$ cat config.mk
export PLATFORM = sky130hd
export DESIGN_NAME = wb_write_arbiter
export DESIGN_NICKNAME = d
export VERILOG_FILES = /design/src/rtl/regfile_pkg.sv /design/src/rtl/wb_hl_fifo.sv /design/src/rtl/wb_write_arbiter.sv
export SDC_FILE = /design/constraint.sdc
export NUM_CORES = 1
export LEC_CHECK = 0
export ABC_AREA = 0
export CAP_MARGIN = 20
export CORE_MARGIN = 10
export CORE_UTILIZATION = 47
export DETAILED_ROUTE_END_ITERATION = 8
export PLACE_DENSITY = 0.85
export SETUP_SLACK_MARGIN = 0.15
export SYNTH_ARGS = -nofsm -noshare
export SYNTH_HDL_FRONTEND = slang
export SYNTH_SLANG_ARGS = --single-unit
$ cat constraint.sdc
create_clock -name clk -period 7.7 [get_ports clk]
set_input_delay 0.77 -clock clk [delete_from_list [all_inputs] [get_ports clk]]
set_output_delay 0.77 -clock clk [all_outputs]
set_load 0.005 [all_outputs]
$ cat src/rtl/regfile_pkg.sv
// Shared register-file addressing constants and destination decode helper,
// reused by the register file, decode and writeback arbitration.
package regfile_pkg;

  localparam int DATA_W       = 32;
  localparam int ADDR_W       = 7;
  localparam int ADDR_CP0_BIT = 5;
  localparam int ADDR_HL_BIT  = 6;

  localparam logic [ADDR_W-1:0] ADDR_HI = 7'h7F;
  localparam logic [ADDR_W-1:0] ADDR_LO = 7'h40;

  typedef enum logic [1:0] {
    DEST_GPR,
    DEST_CP0,
    DEST_HL
  } dest_e;

  function automatic dest_e dest_of(input logic [ADDR_W-1:0] addr);
    if (addr[ADDR_HL_BIT])  return DEST_HL;
    if (addr[ADDR_CP0_BIT]) return DEST_CP0;
    return DEST_GPR;
  endfunction

endpackage

$ cat src/rtl/wb_hl_fifo.sv
// Small FIFO of {hi,lo} mul/div results with per-half merge ports so later
// pipeline HI/LO writes overwrite all queued (older) results.
module wb_hl_fifo #(
  parameter int DEPTH = 2,
  parameter int W     = 32,
  parameter int CW    = $clog2(DEPTH) + 1
) (
  input  logic            clk,
  input  logic            rst,
  input  logic            push,
  input  logic [2*W-1:0]  push_data,
  input  logic            pop,
  input  logic            merge_hi,
  input  logic            merge_lo,
  input  logic [W-1:0]    merge_data,
  output logic [2*W-1:0]  head,
  output logic [CW-1:0]   count
);
  localparam int PW = $clog2(DEPTH);

  logic [2*W-1:0] mem_q [DEPTH];
  logic [2*W-1:0] mem_d [DEPTH];
  logic [PW-1:0]  head_q, head_d, tail_q, tail_d;
  logic [CW-1:0]  count_q, count_d;

  // The entry being pushed this cycle is older than the pipeline write, so
  // the merge is applied after the push data lands.
  always_comb begin
    for (int unsigned i = 0; i < DEPTH; i++) begin
      mem_d[i] = mem_q[i];
      if (push && tail_q == PW'(i)) mem_d[i] = push_data;
      if (merge_hi) mem_d[i][2*W-1:W] = merge_data;
      if (merge_lo) mem_d[i][W-1:0]   = merge_data;
    end
    head_d  = pop  ? head_q + 1'b1 : head_q;
    tail_d  = push ? tail_q + 1'b1 : tail_q;
    count_d = count_q;
    if (push && !pop) count_d = count_q + 1'b1;
    else if (pop && !push) count_d = count_q - 1'b1;
  end

  always_ff @(posedge clk or posedge rst) begin
    if (rst) begin
      for (int unsigned i = 0; i < DEPTH; i++) mem_q[i] <= '0;
      head_q  <= '0;
      tail_q  <= '0;
      count_q <= '0;
    end else begin
      for (int unsigned i = 0; i < DEPTH; i++) mem_q[i] <= mem_d[i];
      head_q  <= head_d;
      tail_q  <= tail_d;
      count_q <= count_d;
    end
  end

  assign head  = mem_q[head_q];
  assign count = count_q;

endmodule

$ cat src/rtl/wb_write_arbiter.sv
// Writeback-side register file write sequencer merging pipeline writes with
// queued mul/div HI/LO results. Optional macro: WB_ZERO_GUARD_EN.
module wb_write_arbiter #(
  parameter int HL_DEPTH = 2,
  parameter int DATA_W   = 32,
  parameter int ADDR_W   = 7
) (
  input  logic                clk,
  input  logic                rst,
  input  logic                wb_valid,
  input  logic [ADDR_W-1:0]   wb_addr,
  input  logic [DATA_W-1:0]   wb_data,
  input  logic                md_valid,
  output logic                md_ready,
  input  logic [2*DATA_W-1:0] md_hl,
  output logic                hl_busy,
  output logic                regwrite,
  output logic [ADDR_W-1:0]   write_addr,
  output logic [DATA_W-1:0]   write_data,
  output logic                hl_write_enable_from_wb,
  output logic [2*DATA_W-1:0] hl_data
);
  import regfile_pkg::*;

  localparam int CW = $clog2(HL_DEPTH) + 1;

  logic [CW-1:0]       count;
  logic [2*DATA_W-1:0] head;
  logic                hl_block, merge_hi, merge_lo, push, pop, wb_en;

  logic                regwrite_q, regwrite_d;
  logic [ADDR_W-1:0]   write_addr_q, write_addr_d;
  logic [DATA_W-1:0]   write_data_q, write_data_d;
  logic                hl_we_q, hl_we_d;
  logic [2*DATA_W-1:0] hl_data_q, hl_data_d;

  assign md_ready = !rst && (count < CW'(HL_DEPTH));

  always_comb begin
    hl_block = wb_valid && (dest_of(wb_addr) == DEST_HL);
    merge_hi = wb_valid && (wb_addr == ADDR_HI);
    merge_lo = wb_valid && (wb_addr == ADDR_LO);
    push     = md_valid && md_ready;
    pop      = (count != '0) && !hl_block;
`ifdef WB_ZERO_GUARD_EN
    wb_en    = wb_valid && (wb_addr != '0);
`else
    wb_en    = wb_valid;
`endif
    regwrite_d   = wb_en;
    write_addr_d = wb_en ? wb_addr : write_addr_q;
    write_data_d = wb_en ? wb_data : write_data_q;
    hl_we_d      = pop;
    hl_data_d    = pop ? head : hl_data_q;
  end

  wb_hl_fifo #(
    .DEPTH (HL_DEPTH),
    .W     (DATA_W),
    .CW    (CW)
  ) u_fifo (
    .clk        (clk),
    .rst        (rst),
    .push       (push),
    .push_data  (md_hl),
    .pop        (pop),
    .merge_hi   (merge_hi),
    .merge_lo   (merge_lo),
    .merge_data (wb_data),
    .head       (head),
    .count      (count)
  );

  always_ff @(posedge clk or posedge rst) begin
    if (rst) begin
      regwrite_q   <= 1'b0;
      write_addr_q <= '0;
      write_data_q <= '0;
      hl_we_q      <= 1'b0;
      hl_data_q    <= '0;
    end else begin
      regwrite_q   <= regwrite_d;
      write_addr_q <= write_addr_d;
      write_data_q <= write_data_d;
      hl_we_q      <= hl_we_d;
      hl_data_q    <= hl_data_d;
    end
  end

  assign regwrite                = regwrite_q;
  assign write_addr              = write_addr_q;
  assign write_data              = write_data_q;
  assign hl_write_enable_from_wb = hl_we_q;
  assign hl_data                 = hl_data_q;
  assign hl_busy                 = (count != '0) | hl_we_q;

endmodule

[Word level (Yosys, flattened, before mapping)]
Cells that the tools add are included.
Cells by class
  add/sub/neg operators: 4
  magnitude comparators: 2
  eq/ne operators: 3
  muxes and demuxes: 18
  bitwise operators: 3
  reductions and logical operators: 20
Operator list (number)
  $mux W64: 5
  $mux W32: 4
  $eq A7 B7 Y1 const B: 2
  $mux W2: 6
  $reduce_bool A2 Y1: 6
  $logic_and A1 B1 Y1: 10
  $logic_not A1 Y1: 4
  $mux W1: 3
  $add A1 B1 Y1 const B: 2
  $add A2 B1 Y2 const B: 1
  $eq A2 B2 Y1 const B: 1
  $ge A2 B2 Y1 const B: 1
  $lt A2 B2 Y1 const B: 1
  $not A1 Y2: 1
  $sub A2 B1 Y2 const B: 1
  $not A1 Y1: 1
  $or A1 B1 Y1: 1
Word-level totals
  bits in registers: 237
  bits of input ports: 107
  output and inout bits: 107
  word-level logic and storage cells: 62

[Logic depth before layout (Yosys ltp)]
Gate-level depths: netlist of the first run.
  word-level depth: 11
  depth in mapped cells: 7
  depth with buffers taken out: 6

[By module]
A second synthesis of the first run with hierarchy kept.
Unflattened totals
  cells, all modules: 873
  area, all modules: 10676.5 µm²
By module, submodules not included
  wb_hl_fifo: instances 1, cells each 641, area an instance 6470.0 µm², seq. area each 3303.2 µm²
  wb_write_arbiter: instances 1, cells each 232, area an instance 4206.5 µm², seq. area each 2627.5 µm²

[Worst setup path before layout of the first run]
OpenSTA, ideal clock, no wires.
  path type: input-to-reg
  start: input wb_addr[0]
  end: register u_fifo.mem_q[0] (netlist name)
  library setup time: 0.125 ns
  data arrival time: 2.283 ns
  data required time: 7.575 ns
  setup slack: 5.292 ns
  stages on the path: 5
  path buffers: 2
  cells stage by stage: or4_1 or4_1 buf_6 buf_8 mux2_4
On the way
  longest elaborated chain between the ends: 3
  elaborated cells on any way between the ends: 4
  classes of those cells: eq/ne (1); mux (1); reduce/logical (2)
RTL lines
  start: declaration: line wb_write_arbiter.sv:11  | input logic [ADDR_W-1:0] wb_addr,
  $eq A7 B7 Y1 *: line wb_write_arbiter.sv:42  | merge_lo = wb_valid && (wb_addr == ADDR_LO);
  $logic_and A1 B1 Y1 *: line wb_write_arbiter.sv:42
  $mux W32 or $reduce_bool A2 Y1 (tied branches)
  end: declaration: line wb_hl_fifo.sv:21  | logic [2*W-1:0] mem_q [DEPTH];
Every way passes the cells marked *; elsewhere a longest branch is shown, timed or not.
A chain may end at the register's enable or synchronous reset.

[Final worst setup path of the first run]
  start: input wb_valid
  end: register hl_data_q[23], in the netlist hl_data[23]
On the way
  longest elaborated chain between the ends: 3
RTL lines
  start: declaration: line wb_write_arbiter.sv:10  | input logic wb_valid,
  $logic_and A1 B1 Y1: line wb_write_arbiter.sv:40  | hl_block = wb_valid && (dest_of(wb_addr) == DEST_HL);
  $logic_not A1 Y1: line wb_write_arbiter.sv:44  | pop = (count != '0) && !hl_block;
  $logic_and A1 B1 Y1: line wb_write_arbiter.sv:44
  end signal: assignment: line wb_write_arbiter.sv:86  | hl_data_q <= hl_data_d;
  end: declaration: line wb_write_arbiter.sv:35  | logic [2*DATA_W-1:0] hl_data_q, hl_data_d;
Every way passes these cells.

==> metrics.cfg, run 1 <==
[yosys]
synthSimpleGateAreaFrac = 0.0283
yosysTopAreaCell = dfrtp_1
seq_area_frac_synth = 0.534
synth_area_per_cell_um2 = 13.9
synth_common_cells = dfrtp_1, mux2_2, nand2_1
synth_fa_ha_area_frac = 0.00113
synth-main-ff-cell = dfrtp_1
yosys.cell_count.top_type = dfrtp_1
synthMuxAreaShare = 0.376
synth-compound-area-share = 0.0301
synth.distinct_cells = 23
synth-edff-count = 0
async_flop_share = 1.00
synth_area_leaders = dfrtp_1, mux2_2, mux2_4
syn-num-nets = 907
syn-cell-area_um2 = 11100
syn-instance-count = 799
ys_ff_latch = 237
yosysWarnings = 0
synth-xor-area-share = 0.00394
synth_top_family_by_area = multiplexers
synth_top_cell_area_share = 0.534

[worst_setup_path]
cpPeakStageDelay_ps = 810
crit_top_cell = buf_4
crit_family = buffers and inverters
critPathArrivalTime_ps = 3250
end_kind = flop
r2r_end = hl_data[23]
timing.rr.start = u_fifo.count[1]
crit_path_max_fanout = 105
rrSetupSlack_ps = 5280
critPathLaunchType = input port
worstSetupStartpoint = wb_valid
crit_buf_inv = 3
critical_path_required_ps = 8040
critical_path_class = input port to flop
ff2ff_path_depth = 3
slowest_stage = buf_4
path_cells = buf_2 -> buf_4 -> o2bb2ai_4 -> buf_4 -> o21ai_0

[cts]
htree_levels = 1
clock_path_buffers = 3
clockRootBuffer = clkbuf_16
postCtsHoldBufs = 0
numClockSinks = 237
clk-insertion-delay-late_ps = 520
postCtsSetupBuffers = 0
clk_pin_slew_ps = 60
cts_tree = built
cts_resized = 0
cts_buffers = 26

[final_layout]
syn_to_final_growth_pct = 29.7
fillers = 1817
num-nets-final = 1107
drive_gt1_frac = 0.352

[power]
p_per_area_nw_per_um2 = 372
p_leak_uw = 0.00636
fin_total_pwr_uw = 5360
ir_drop_mv = 0.213

[outcome]
status = finished clean

[detailed_routing]
vias = 6915
drt_wl_total_um = 26200
drt_iter0_markers = 358
final_antenna_net_count = 0
avgRoutedWirePerCell_um = 19.6
routed_via_density = 5.16
drc = 0
dr.pass1.iters = 4

[timing]
fin_skew_ps = 6.08
worst_pin_slew_ps = 1020
period_share = 0.378
rsz0062_at_grt = false
setup_tns_ps = 0
layout_min_cycle_time_ps = 2910
setup_viol = 0
slew_viol_final = 0
relSlewSlack = 0.319
final_hold_viol_count = 0
max_freq_mhz = 343

[die]
die_area_um2 = 30200
start_util = 0.475
rows = 56
die_w_um = 174
die_h_um = 174
io_pins = 214
coreArea_um2 = 23400

[hold_path]
whs_endpoint = hl_data[6]
hp-class = flop to flop
worst_hold_startpoint = hl_data[6]
holdPathStages = 2

[grt]
gr-total-overflow = 0
grt_pass1_vias = 7646
grt_pass1_wl_um = 42400
grt_max_degree = 106
antenna_found_initial = 1
grtUsageTotal = 0.169

[placed_design]
gp_congestion = 0.741
port_buffers = 213
hpwl_um = 17500

[job]
maxCapViolations = 0

==> tightest hold or removal path, stage by stage (launching register included) <==
cell and delay [ps]:
dfrtp_1 340, nand2_1 50, o21ai_0 60
==> stage by stage <==
stage | hold slack (ps) | area, um2 | utilization | setup slack [ps] | std cells
2_1_floorplan | 455 | 11100 | - | 427 | 799
3_3_place_gp | 460 | 13500 | 0.576 | 4300 | 1289
3_5_place_dp | 470 | 13500 | 0.576 | 4240 | 1289
4_1_cts | 484 | 14400 | 0.615 | 4790 | 1337
5_1_grt | 501 | 14400 | 0.616 | 4610 | 1338
6_report | 480 | 14400 | 0.616 | 4790 | 1339
==> report_power, final <==
group          internal (uW)  switching (uW)  leakage [uW]  total (uW)
sequential              1790             342       0.00285        2130
clock                    779             503      0.000447        1280
combinational           1260             691       0.00306        1950
total                   3830            1540       0.00636        5360
==> worst max-delay path by stage <==
stage,endpoint,cells after the start
final,hl_data[23],5
after CTS,u_fifo.mem_q[78],6
after global placement,u_fifo.mem_q[16],6
after detailed placement,u_fifo.mem_q[77],6
after floorplan,hl_data[0],1
after global routing,hl_data[63],5
==> cell usage in the layout, fill, tap and decap left out, drive strengths merged <==
cell,synthesis,layout
xor2,3,3
nand4,1,1
nor2,2,2
nor4bb,1,1
o2bb2ai,1,1
clkinv,0,9
clkdlybuf4s50,0,212
nor4b,1,1
diode,0,1
and2,1,1
clkinvlp,0,1
xnor2,2,2
buf,28,13
clkbuf,25,34
mux2,294,294
or3,2,2
o21ai,65,65
or4,2,2
nand2,66,66
mux2i,64,64
dfrtp,237,237
bufinv,0,3
ha,1,1
inv,3,4
==> sequential cells by signal, indices dropped and copies added, names as in the netlist <==
| signal | cells |
|---|---|
| u_fifo.tail_q | 1 |
| u_fifo.count | 2 |
| write_data | 32 |
| u_fifo.mem_q | 128 |
| hl_write_enable_from_wb | 1 |
| regwrite | 1 |
| u_fifo.head_q | 1 |
| write_addr | 7 |
| hl_data | 64 |
==> metal layers <==
metal  routed length (um)  GRT usage  vias to the layer above
met2                12600      0.281                      169
met1                11400      0.214                     3461
met4                  414     0.0342                        0
li1                     -          -                     3251
met3                 1780     0.0516                       34
met5                    0          0                        -
==> layout make-up <==
class	instances	area, um2	area share
Clock inverter	14	151	0.0105
Antenna cell	1	2.50	0.000174
Sequential cell	237	5930	0.412
Clock buffer	34	742	0.0515
Multi-Input combinational cell	506	4930	0.342
Timing Repair Buffer	225	2240	0.155
Tap cell	319	399	0.0277
Inverter	3	18.8	0.00130
==> logic make-up after synthesis <==
logic type,Yosys count
AND/OR/NAND/NOR,76
flip-flops,237
XOR/XNOR,5
AO/OA/AOI/OAI,66
adder cells (fa/ha/maj),1
multiplexers,358
buffers and inverters,56
No activity file was read; power rests on OpenSTA's default activity.
==> run 2: changes to the inputs <==
clock period = 2.35 ns   (was 7.7 ns; I/O delays follow)
==> metrics.cfg, run 2 (synthesized netlist as in run 1, its figures left out) <==
[final_layout]
utilization = 0.624
largest_reg_flops = 128
final_common_cell = dfrtp_1
syn_to_final_growth_pct = 31.4
most-common-layout-cells = dfrtp_1, mux2_2, clkdlybuf4s50_1, nand2_1, o21ai_0
regMostFlops = u_fifo.mem_q
regArea_um2 = 5930
num-nets-final = 1116
multi_input_area_um2 = 4930
fillers = 1764
drive_gt1_frac = 0.357

[cts]
cts_buffers = 26
clk-insertion-delay-late_ps = 520
cts_resized = 0
htree_levels = 1
clockRootBuffer = clkbuf_16
clock_path_buffers = 3
clk_pin_slew_ps = 60
postCtsSetupBuffers = 0
numClockSinks = 237
cts_tree = built
postCtsHoldBufs = 0

[placed_design]
post-place-ws_ps = -26.5
gp_congestion = 0.731
hpwl_um = 17600
port_buffers = 213

[grt]
met1_usage = 0.216
gr-total-overflow = 0
grt_max_degree = 131
use_met3 = 0.0466
antenna_found_initial = 1
grt_pass1_wl_um = 42000
use_met2 = 0.280
grt_most_used_layer = met2
grt_pass1_vias = 7488
grtUsageTotal = 0.168

[detailed_routing]
drt_wl_total_um = 26100
avgRoutedWirePerCell_um = 19.4
dr.pass1.iters = 4
routed_via_density = 5.15
final_antenna_net_count = 0
drt_iter0_markers = 385
drc = 0
vias = 6926

[worst_setup_path]
crit_path_max_fanout = 6
timing.rr.start = u_fifo.count[1]
critPathLaunchType = flop
critical_path_required_ps = 2120
end_kind = output port
critical_path_class = flop to output port
worstSetupStartpoint = u_fifo.count[1]
critPathArrivalTime_ps = 1900

[timing]
relSlewSlack = 0.544
period_share = 0.910
setup_viol = 0
rsz0062_at_grt = false
final_hold_viol_count = 0
layout_min_cycle_time_ps = 2140
slew_viol_final = 0
max_freq_mhz = 468
worst_pin_slew_ps = 683
fin_skew_ps = 11.7
setup_ws_ps = 212

[die]
rows = 56
die_area_um2 = 30200
die_h_um = 174
die_w_um = 174
coreArea_um2 = 23400
io_pins = 214
start_util = 0.475

[hold_path]
worst_hold_startpoint = wb_valid
hp-class = input port to flop

[power]
ir_drop_mv = 0.771
p_per_area_nw_per_um2 = 1200
p_leak_uw = 0.00643

[job]
maxCapViolations = 0

[outcome]
status = finished clean

==> run 2: changes by cell type in the layout (fill, tap and decap cells not counted) <==
cell,previous run,this run
buf_12,0,14
buf_4,11,7
buf_16,1,0
bufinv_16,3,2
clkbuf_8,4,5
clkinv_2,9,8
clkinvlp_4,1,2
inv_6,1,0
inv_8,1,0
==> run 2: where the power goes <==
part           switching (uW)  internal, uW  total, uW
combinational            2410          4240       6640
sequential                994          5870       6860
clock                    1610          2460       4070
==> run 2: per-stage QoR <==
step	hold WS, ps	power [uW]	setup TNS (ps)	cell area [um2]	std cells
detailed placement	469	13600	-573	13700	1299
global route	32.0	18700	0	14600	1345
finish	40.5	17600	0	14600	1346
CTS	19.6	17800	0	14600	1345
floorplan	266	11000	-234840	11100	799
global placement	461	13300	-150	13700	1299
==> run 2: worst paths after layout <==
check	endpoint	slack, ps	cells past startpoint
setup / recovery	hl_busy	210	2
hold / removal	write_addr[6]	40	3
setup reg to reg	u_fifo.mem_q[10]	340	4
hold reg to reg	hl_data[41]	480	2
max in group asynchronous	u_fifo.head_q	1390	3
min in group asynchronous	u_fifo.count[0]	410	3
==> run 2: area by class of cell <==
| cell class | instances | area share |
|---|---|---|
| inverter | 3 | 0.00103 |
| multi-input combinational | 506 | 0.337 |
| tap | 319 | 0.0273 |
| timing repair buffer | 234 | 0.168 |
| antenna | 1 | 0.000171 |
| clock inverter | 11 | 0.00737 |
| sequential | 237 | 0.406 |
| clock buffer | 35 | 0.0518 |
==> run 2: worst max-delay path, cell delays in order, from the launching register on <==
cell and delay, ps:
dfrtp_1 490, or3_1 390, clkdlybuf4s50_1 510
==> run 2: per-layer routing <==
metal | wire length (um) | vias up
li1 | - | 3270
met1 | 11400 | 3471
met2 | 12700 | 154
met3 | 1620 | 31
met4 | 345 | 0
met5 | 0 | -
